--- src/rtl/raster_pkg.sv ---
// Shared types, field offsets and state encoding for the raster sequencer.
package raster_pkg;

  localparam int TRI_W = 118;

  // Triangle word layout, LSB first: color, d2, d1, d0, then vertex coords v2y..v0x.
  localparam int COLOR_LSB = 0;
  localparam int D2_LSB    = 16;
  localparam int D1_LSB    = 18;
  localparam int D0_LSB    = 20;
  localparam int V2Y_LSB   = 22;
  localparam int V2X_LSB   = 38;
  localparam int V1Y_LSB   = 54;
  localparam int V1X_LSB   = 70;
  localparam int V0Y_LSB   = 86;
  localparam int V0X_LSB   = 102;

  typedef logic [TRI_W-1:0] tri_t;

  typedef enum logic [2:0] {
    S_IDLE   = 3'd0,
    S_START  = 3'd1,
    S_BOUNDS = 3'd2,
    S_EDGES  = 3'd3,
    S_LSETUP = 3'd4,
    S_RASTER = 3'd5,
    S_DRAIN  = 3'd6,
    S_DONE   = 3'd7
  } state_t;

  function automatic tri_t pack_tri(input logic [15:0] v0x, v0y, v1x, v1y, v2x, v2y,
                                    input logic [1:0] d0, d1, d2,
                                    input logic [15:0] color);
    tri_t t;
    t = '0;
    t[V0X_LSB +: 16]   = v0x;
    t[V0Y_LSB +: 16]   = v0y;
    t[V1X_LSB +: 16]   = v1x;
    t[V1Y_LSB +: 16]   = v1y;
    t[V2X_LSB +: 16]   = v2x;
    t[V2Y_LSB +: 16]   = v2y;
    t[D0_LSB +: 2]     = d0;
    t[D1_LSB +: 2]     = d1;
    t[D2_LSB +: 2]     = d2;
    t[COLOR_LSB +: 16] = color;
    return t;
  endfunction

endpackage

--- src/rtl/tri_slot_buffer.sv ---
// Two-entry triangle holder: PEND accepts over valid/ready, load strobe moves PEND into CUR.
// Ready is simply "PEND empty", so upstream stalls while a triangle is queued behind the active one.
module tri_slot_buffer
  import raster_pkg::*;
(
  input  logic             clock,
  input  logic             resetn,
  input  logic             valid,
  input  logic [TRI_W-1:0] data,
  input  logic             load,
  output logic             ready,
  output logic             pend_full,
  output logic [TRI_W-1:0] cur_data
);

  logic [TRI_W-1:0] pend_data;
  logic             accept;

  assign ready  = !pend_full;
  assign accept = valid && ready;

  always_ff @(posedge clock or negedge resetn) begin
    if (!resetn) begin
      pend_full <= 1'b0;
      pend_data <= '0;
      cur_data  <= '0;
    end else begin
      if (load)
        cur_data <= pend_data;
      if (accept)
        pend_data <= data;
      pend_full <= accept || (pend_full && !load);
    end
  end

endmodule

--- src/rtl/raster_sequencer.sv ---
// Steps EdgeRasterizer through its setup stages and streams its pixels with valid/ready.
// First pixel step 4*STAGE_CYCLES+2 cycles after accept; stepping pauses while a pixel is unconsumed.
module raster_sequencer
  import raster_pkg::*;
#(
  parameter int STAGE_CYCLES = 1,
  parameter int MAX_RASTER   = 65535
) (
  input  logic             clock,
  input  logic             resetn,
  input  logic             in_tri_valid,
  output logic             out_tri_ready,
  input  logic [TRI_W-1:0] in_tri_data,
  output logic [TRI_W-1:0] out_tri_data,
  output logic             out_sig_start_new_triangle,
  output logic             out_sig_get_boundary_coords,
  output logic             out_sig_form_edges,
  output logic             out_sig_pixel_loop_setup,
  output logic             out_sig_rasterize_pixels,
  input  logic             in_sig_rasterize_done,
  output logic             out_pix_valid,
  input  logic             in_pix_ready,
  output logic             out_busy,
  output logic             out_tri_done,
  output logic             out_err_timeout,
  output logic [15:0]      out_tri_count
);

  localparam logic [3:0]  STAGE_LAST = 4'(STAGE_CYCLES - 1);
  localparam logic [15:0] TMO_LAST   = 16'(MAX_RASTER - 1);

  state_t      state, state_n;
  logic [3:0]  stage_cnt;
  logic [15:0] tmo_cnt;
  logic        pix_valid;
  logic        pend_full;
  logic        load_cur;
  logic        step;
  logic        stage_last;
  logic        tmo_hit;
  logic        in_setup;

  tri_slot_buffer u_slots (
    .clock     (clock),
    .resetn    (resetn),
    .valid     (in_tri_valid),
    .data      (in_tri_data),
    .load      (load_cur),
    .ready     (out_tri_ready),
    .pend_full (pend_full),
    .cur_data  (out_tri_data)
  );

  assign in_setup   = (state == S_START) || (state == S_BOUNDS) ||
                      (state == S_EDGES) || (state == S_LSETUP);
  assign stage_last = (stage_cnt == STAGE_LAST);
  assign tmo_hit    = ((state == S_RASTER) || (state == S_DRAIN)) && (tmo_cnt == TMO_LAST);
  assign step       = (state == S_RASTER) && !in_sig_rasterize_done && (!pix_valid || in_pix_ready);

  assign out_sig_rasterize_pixels = step;
  assign out_pix_valid            = pix_valid;

  always_comb begin
    state_n  = state;
    load_cur = 1'b0;
    case (state)
      S_IDLE: begin
        if (pend_full) begin
          load_cur = 1'b1;
          state_n  = S_START;
        end
      end
      S_START:  if (stage_last) state_n = S_BOUNDS;
      S_BOUNDS: if (stage_last) state_n = S_EDGES;
      S_EDGES:  if (stage_last) state_n = S_LSETUP;
      S_LSETUP: if (stage_last) state_n = S_RASTER;
      S_RASTER: begin
        if (tmo_hit)                    state_n = S_DONE;
        else if (in_sig_rasterize_done) state_n = S_DRAIN;
      end
      S_DRAIN: begin
        if (tmo_hit || !pix_valid) state_n = S_DONE;
      end
      S_DONE: begin
        if (pend_full) begin
          load_cur = 1'b1;
          state_n  = S_START;
        end else begin
          state_n  = S_IDLE;
        end
      end
      default: state_n = S_IDLE;
    endcase
  end

  always_ff @(posedge clock or negedge resetn) begin
    if (!resetn) begin
      state     <= S_IDLE;
      stage_cnt <= '0;
      tmo_cnt   <= '0;
      pix_valid <= 1'b0;
    end else begin
      state     <= state_n;
      stage_cnt <= (in_setup && state_n == state) ? stage_cnt + 4'd1 : 4'd0;
      // Held at zero outside RASTER/DRAIN, so it restarts on every RASTER entry.
      tmo_cnt   <= ((state == S_RASTER) || (state == S_DRAIN)) ? tmo_cnt + 16'd1 : 16'd0;
      if (tmo_hit)
        pix_valid <= 1'b0;
      else if (step)
        pix_valid <= 1'b1;
      else if (in_pix_ready)
        pix_valid <= 1'b0;
    end
  end

  // Control outputs decode the next state so they change cleanly on the clock edge.
  always_ff @(posedge clock or negedge resetn) begin
    if (!resetn) begin
      out_sig_start_new_triangle  <= 1'b0;
      out_sig_get_boundary_coords <= 1'b0;
      out_sig_form_edges          <= 1'b0;
      out_sig_pixel_loop_setup    <= 1'b0;
      out_busy                    <= 1'b0;
      out_tri_done                <= 1'b0;
      out_err_timeout             <= 1'b0;
      out_tri_count               <= '0;
    end else begin
      out_sig_start_new_triangle  <= (state_n == S_START);
      out_sig_get_boundary_coords <= (state_n == S_BOUNDS);
      out_sig_form_edges          <= (state_n == S_EDGES);
      out_sig_pixel_loop_setup    <= (state_n == S_LSETUP);
      out_busy                    <= (state_n != S_IDLE);
      out_tri_done                <= (state_n == S_DONE);
      out_err_timeout             <= out_err_timeout || tmo_hit;
      if (state_n == S_DONE)
        out_tri_count <= out_tri_count + 16'd1;
    end
  end

endmodule

--- config.mk ---
export PLATFORM = sky130hd
export DESIGN_NAME = raster_sequencer
export DESIGN_NICKNAME = d
export VERILOG_FILES = /design/src/rtl/raster_pkg.sv /design/src/rtl/tri_slot_buffer.sv /design/src/rtl/raster_sequencer.sv
export SDC_FILE = /design/constraint.sdc
export NUM_CORES = 1
export LEC_CHECK = 0
export ABC_AREA = 1
export ABC_CLOCK_PERIOD_IN_PS = 2200
export BUFFER_PORTS_ARGS = -buffer_cell sky130_fd_sc_hd__buf_4
export CORE_ASPECT_RATIO = 1.75
export CORE_MARGIN = 8
export CORE_UTILIZATION = 37
export CTS_CLUSTER_SIZE = 24
export DETAILED_ROUTE_END_ITERATION = 6
export SETUP_SLACK_MARGIN = 0.5
export SLEW_MARGIN = 20
export SYNTH_ARGS = -nofsm -noshare
export SYNTH_HDL_FRONTEND = slang
export SYNTH_SLANG_ARGS = --single-unit
--- constraint.sdc ---
create_clock -name clock -period 2.2 [get_ports clock]
set_input_delay 0.22 -clock clock [delete_from_list [all_inputs] [get_ports clock]]
set_output_delay 0.22 -clock clock [all_outputs]
set_load 0.1 [all_outputs]
==> reports/qor.yml <==
synthMostInstantiatedCell: "sky130_fd_sc_hd__dfrtp_1"
tightestPinTransition_ns: 0.620
whs_ns: 0.0104
hold_viol_final: 0
post_drt_wl_per_cell_um: 17.8
grt_pass1_wl_mm: 52.9
number_of_global_route_vias_before_repair: 9954
initial_utilization: 0.375
fmax_mhz: 550
synth_ff_type: "sky130_fd_sc_hd__dfrtp_1"
synth_warnings: 0
synth_top_cells_by_count: "sky130_fd_sc_hd__dfrtp_1 (284), sky130_fd_sc_hd__nand2_1 (207), sky130_fd_sc_hd__nor2_1 (169), sky130_fd_sc_hd__inv_1 (155), sky130_fd_sc_hd__o21ai_0 (127)"
worstSetupEndpointType: "flip-flop"
data_required_time_at_the_worst_endpoint_ns: 2.63
sequential_cell_area_fraction_in_the_yosys_report: 0.630
placed_cell_area_um2: 13800
post_synth_instance_area_um2: 11300
number_of_search_and_repair_iterations_in_the_first_detailed_routing_pass: 5
fin_skew_ns: 0.0173
initial_antenna_violation_count: 3
largest_cells_by_area_after_synthesis: "sky130_fd_sc_hd__dfrtp_1 (63%), sky130_fd_sc_hd__nand2_1 (6.9%), sky130_fd_sc_hd__o21ai_0 (5.6%)"
layout.cell_area.non_filler_um2: 17400
buffer_ports.inserted: 266
critPathKind: "reg -> reg"
synth_area_leader_cell: "sky130_fd_sc_hd__dfrtp_1"
grt_start_max_net_pins: 89
setup-violations-final: 0
outcome: "completed"
synthDistinctLibCells: 29
clkLatencyLatePin_ns: 0.56
core_footprint_um2: 30100
drcViolationCount: 0
route.antenna.remaining_nets: 0
gp_congestion: 0.883
fraction_of_synthesis_flops_using_an_asynchronous_set_or_reset_pin: 1.00
worst_slew_margin_rel: 0.586
routed_wl_mm: 36.9
critical_path.startpoint_type: "flip-flop"
numCtsBuffers: 28
routed_via_density: 4.78
global_route.usage.total: 0.180
dr.first_iter.drc_count: 424
cap_viol_max_count: 0
total_number_of_vias: 9898
clock_sinks: 284
die_width_um: 148
avgSynthCellArea_um2: 9.29
synth_edf_count: 0
cts_tree: "built"
final.min_clock_period_ns: 1.82
rows: 84
drive_above_1_share: 0.308
timing.setup.tns_ns: 0
post-route-period-util: 0.827
layout_stage_area_growth_over_the_synthesis_result_pct: 54.3
ctsLongestPathBuffers: 3
postSynthCellCount: 1214
worstHoldPathType: "in -> reg"
grt_setup_unrepaired: "true"
h-tree-depth: 1
floorplan.die_area_um2: 36600
die_height_um: 247
cts.reportedPaths.clkPinSlew_ns: 0.06
mappedNetlistNets: 1342
synth_seq_cells: 284
ios: 267
hpwl_mm: 22.3
cts_root_buffer: "sky130_fd_sc_hd__clkbuf_16"
synth_top_cell_area_share: 0.630
cp.arrival_ns: 2.25
finalMaxSlewViolations: 0
worst-path-max-fanout: 8
final_nets: 1788
grt_overflow: 0
-- sequential cells by signal, indices dropped and copies added, names as in the netlist --
register                     cells
out_tri_count                   16
u_slots.cur_data               118
u_slots.pend_data              118
u_slots.pend_full                1
out_pix_valid                    1
out_sig_start_new_triangle       1
tmo_cnt                         16
state                            3
out_sig_get_boundary_coords      1
stage_cnt                        4
out_busy                         1
out_sig_pixel_loop_setup         1
out_sig_form_edges               1
out_tri_done                     1
out_err_timeout                  1
-- cell type report --
class                   instances  area, um^2
clock inverters                14         143
multi-input cells             719        3790
well taps                     387         484
clock buffers                  37         785
inverters                     157         603
fillers                      2555       12600
diodes                          2        5.00
repair buffers                470        4470
flip-flops and latches        284        7130
-- path summary, 6_finish.rpt --
check	from	to	slack [ns]	cells after the start
max	state[0]	out_tri_count[3]	0.38	12
min	in_pix_ready	out_pix_valid	0.01	4
max reg2reg	state[0]	out_tri_count[3]	0.38	12
min reg2reg	out_err_timeout	out_err_timeout	0.48	1
max in group asynchronous	resetn	u_slots.pend_data[57]	1.24	3
min in group asynchronous	resetn	u_slots.cur_data[105]	0.20	2
-- cell usage in the layout (no fill, tap or decap), drive strengths merged --
cell type / netlist / layout
a21oi: 126 / 126
buf: 26 / 333
bufinv: 0 / 2
clkbuf: 32 / 54
clkinv: 0 / 8
clkinvlp: 0 / 4
dfrtp: 284 / 284
diode: 0 / 2
dlygate4sd3: 0 / 120
ha: 5 / 5
inv: 157 / 157
nand2: 210 / 210
nand3: 16 / 20
nand3b: 1 / 1
nand4: 22 / 22
nor2: 169 / 169
nor3: 12 / 12
nor3b: 1 / 1
nor4: 2 / 2
o211ai: 1 / 1
o21a: 1 / 1
o21ai: 127 / 127
o41ai: 1 / 1
or2: 1 / 1
xnor2: 3 / 3
xor2: 17 / 17
-- logic make-up (layout without fill, tap and decap cells) --
family | count (synthesis) | count (layout) | synth area share
AO/OA/AOI/OAI | 256 | 256 | 0.114
adder cells (fa/ha/maj) | 5 | 5 | 0.00554
AND/OR/NAND/NOR | 434 | 438 | 0.159
XOR/XNOR | 20 | 20 | 0.0155
flip-flops | 284 | 284 | 0.630
other | 0 | 2 | 0
buffers and inverters | 215 | 678 | 0.0757
-- per-layer routing --
layer | wire length (um) | part of all wire | vias up | global-route usage
li1 | - | - | 4732 | -
met5 | 10 | 0.00027 | - | 0
met3 | 1750 | 0.047 | 89 | 0.0320
met4 | 1740 | 0.047 | 2 | 0.0961
met2 | 20400 | 0.55 | 277 | 0.331
met1 | 13000 | 0.35 | 4798 | 0.193
-- critical path: stages (launching register included) --
cell                      delay (ns)
sky130_fd_sc_hd__dfrtp_2        0.44
sky130_fd_sc_hd__buf_4          0.16
sky130_fd_sc_hd__inv_6          0.05
sky130_fd_sc_hd__nand2_4        0.08
sky130_fd_sc_hd__nand3_4        0.13
sky130_fd_sc_hd__nor2_4         0.11
sky130_fd_sc_hd__nand2_2        0.08
sky130_fd_sc_hd__nand2_2        0.09
sky130_fd_sc_hd__nand2_4        0.06
sky130_fd_sc_hd__nand3_4        0.16
sky130_fd_sc_hd__nand3_4        0.18
sky130_fd_sc_hd__nand2_2        0.12
sky130_fd_sc_hd__nand2_2        0.04
-- per-stage QoR --
| step | util | setup slack [ns] | std cells |
|---|---|---|---|
| 6_report | 0.579 | 0.381 | 2070 |
| 2_1_floorplan | - | 0.426 | 1214 |
| 4_1_cts | 0.545 | 0.374 | 2031 |
| 3_3_place_gp | 0.460 | 0.255 | 1831 |
| 5_1_grt | 0.579 | 0.271 | 2070 |
| 3_5_place_dp | 0.460 | 0.220 | 1831 |
-- timing repair --
item,4_1_cts,5_1_grt
endpoints found under the hold margin,177,0
gates resized for setup,42,182
setup buffers,24,9
setup endpoints to repair,135,150
gates cloned,5,28
pin swaps,15,17
hold buffers,120,0
Power is not shown: default switching activity piles up to over one toggle a cycle in this logic, so the estimate is an artifact.
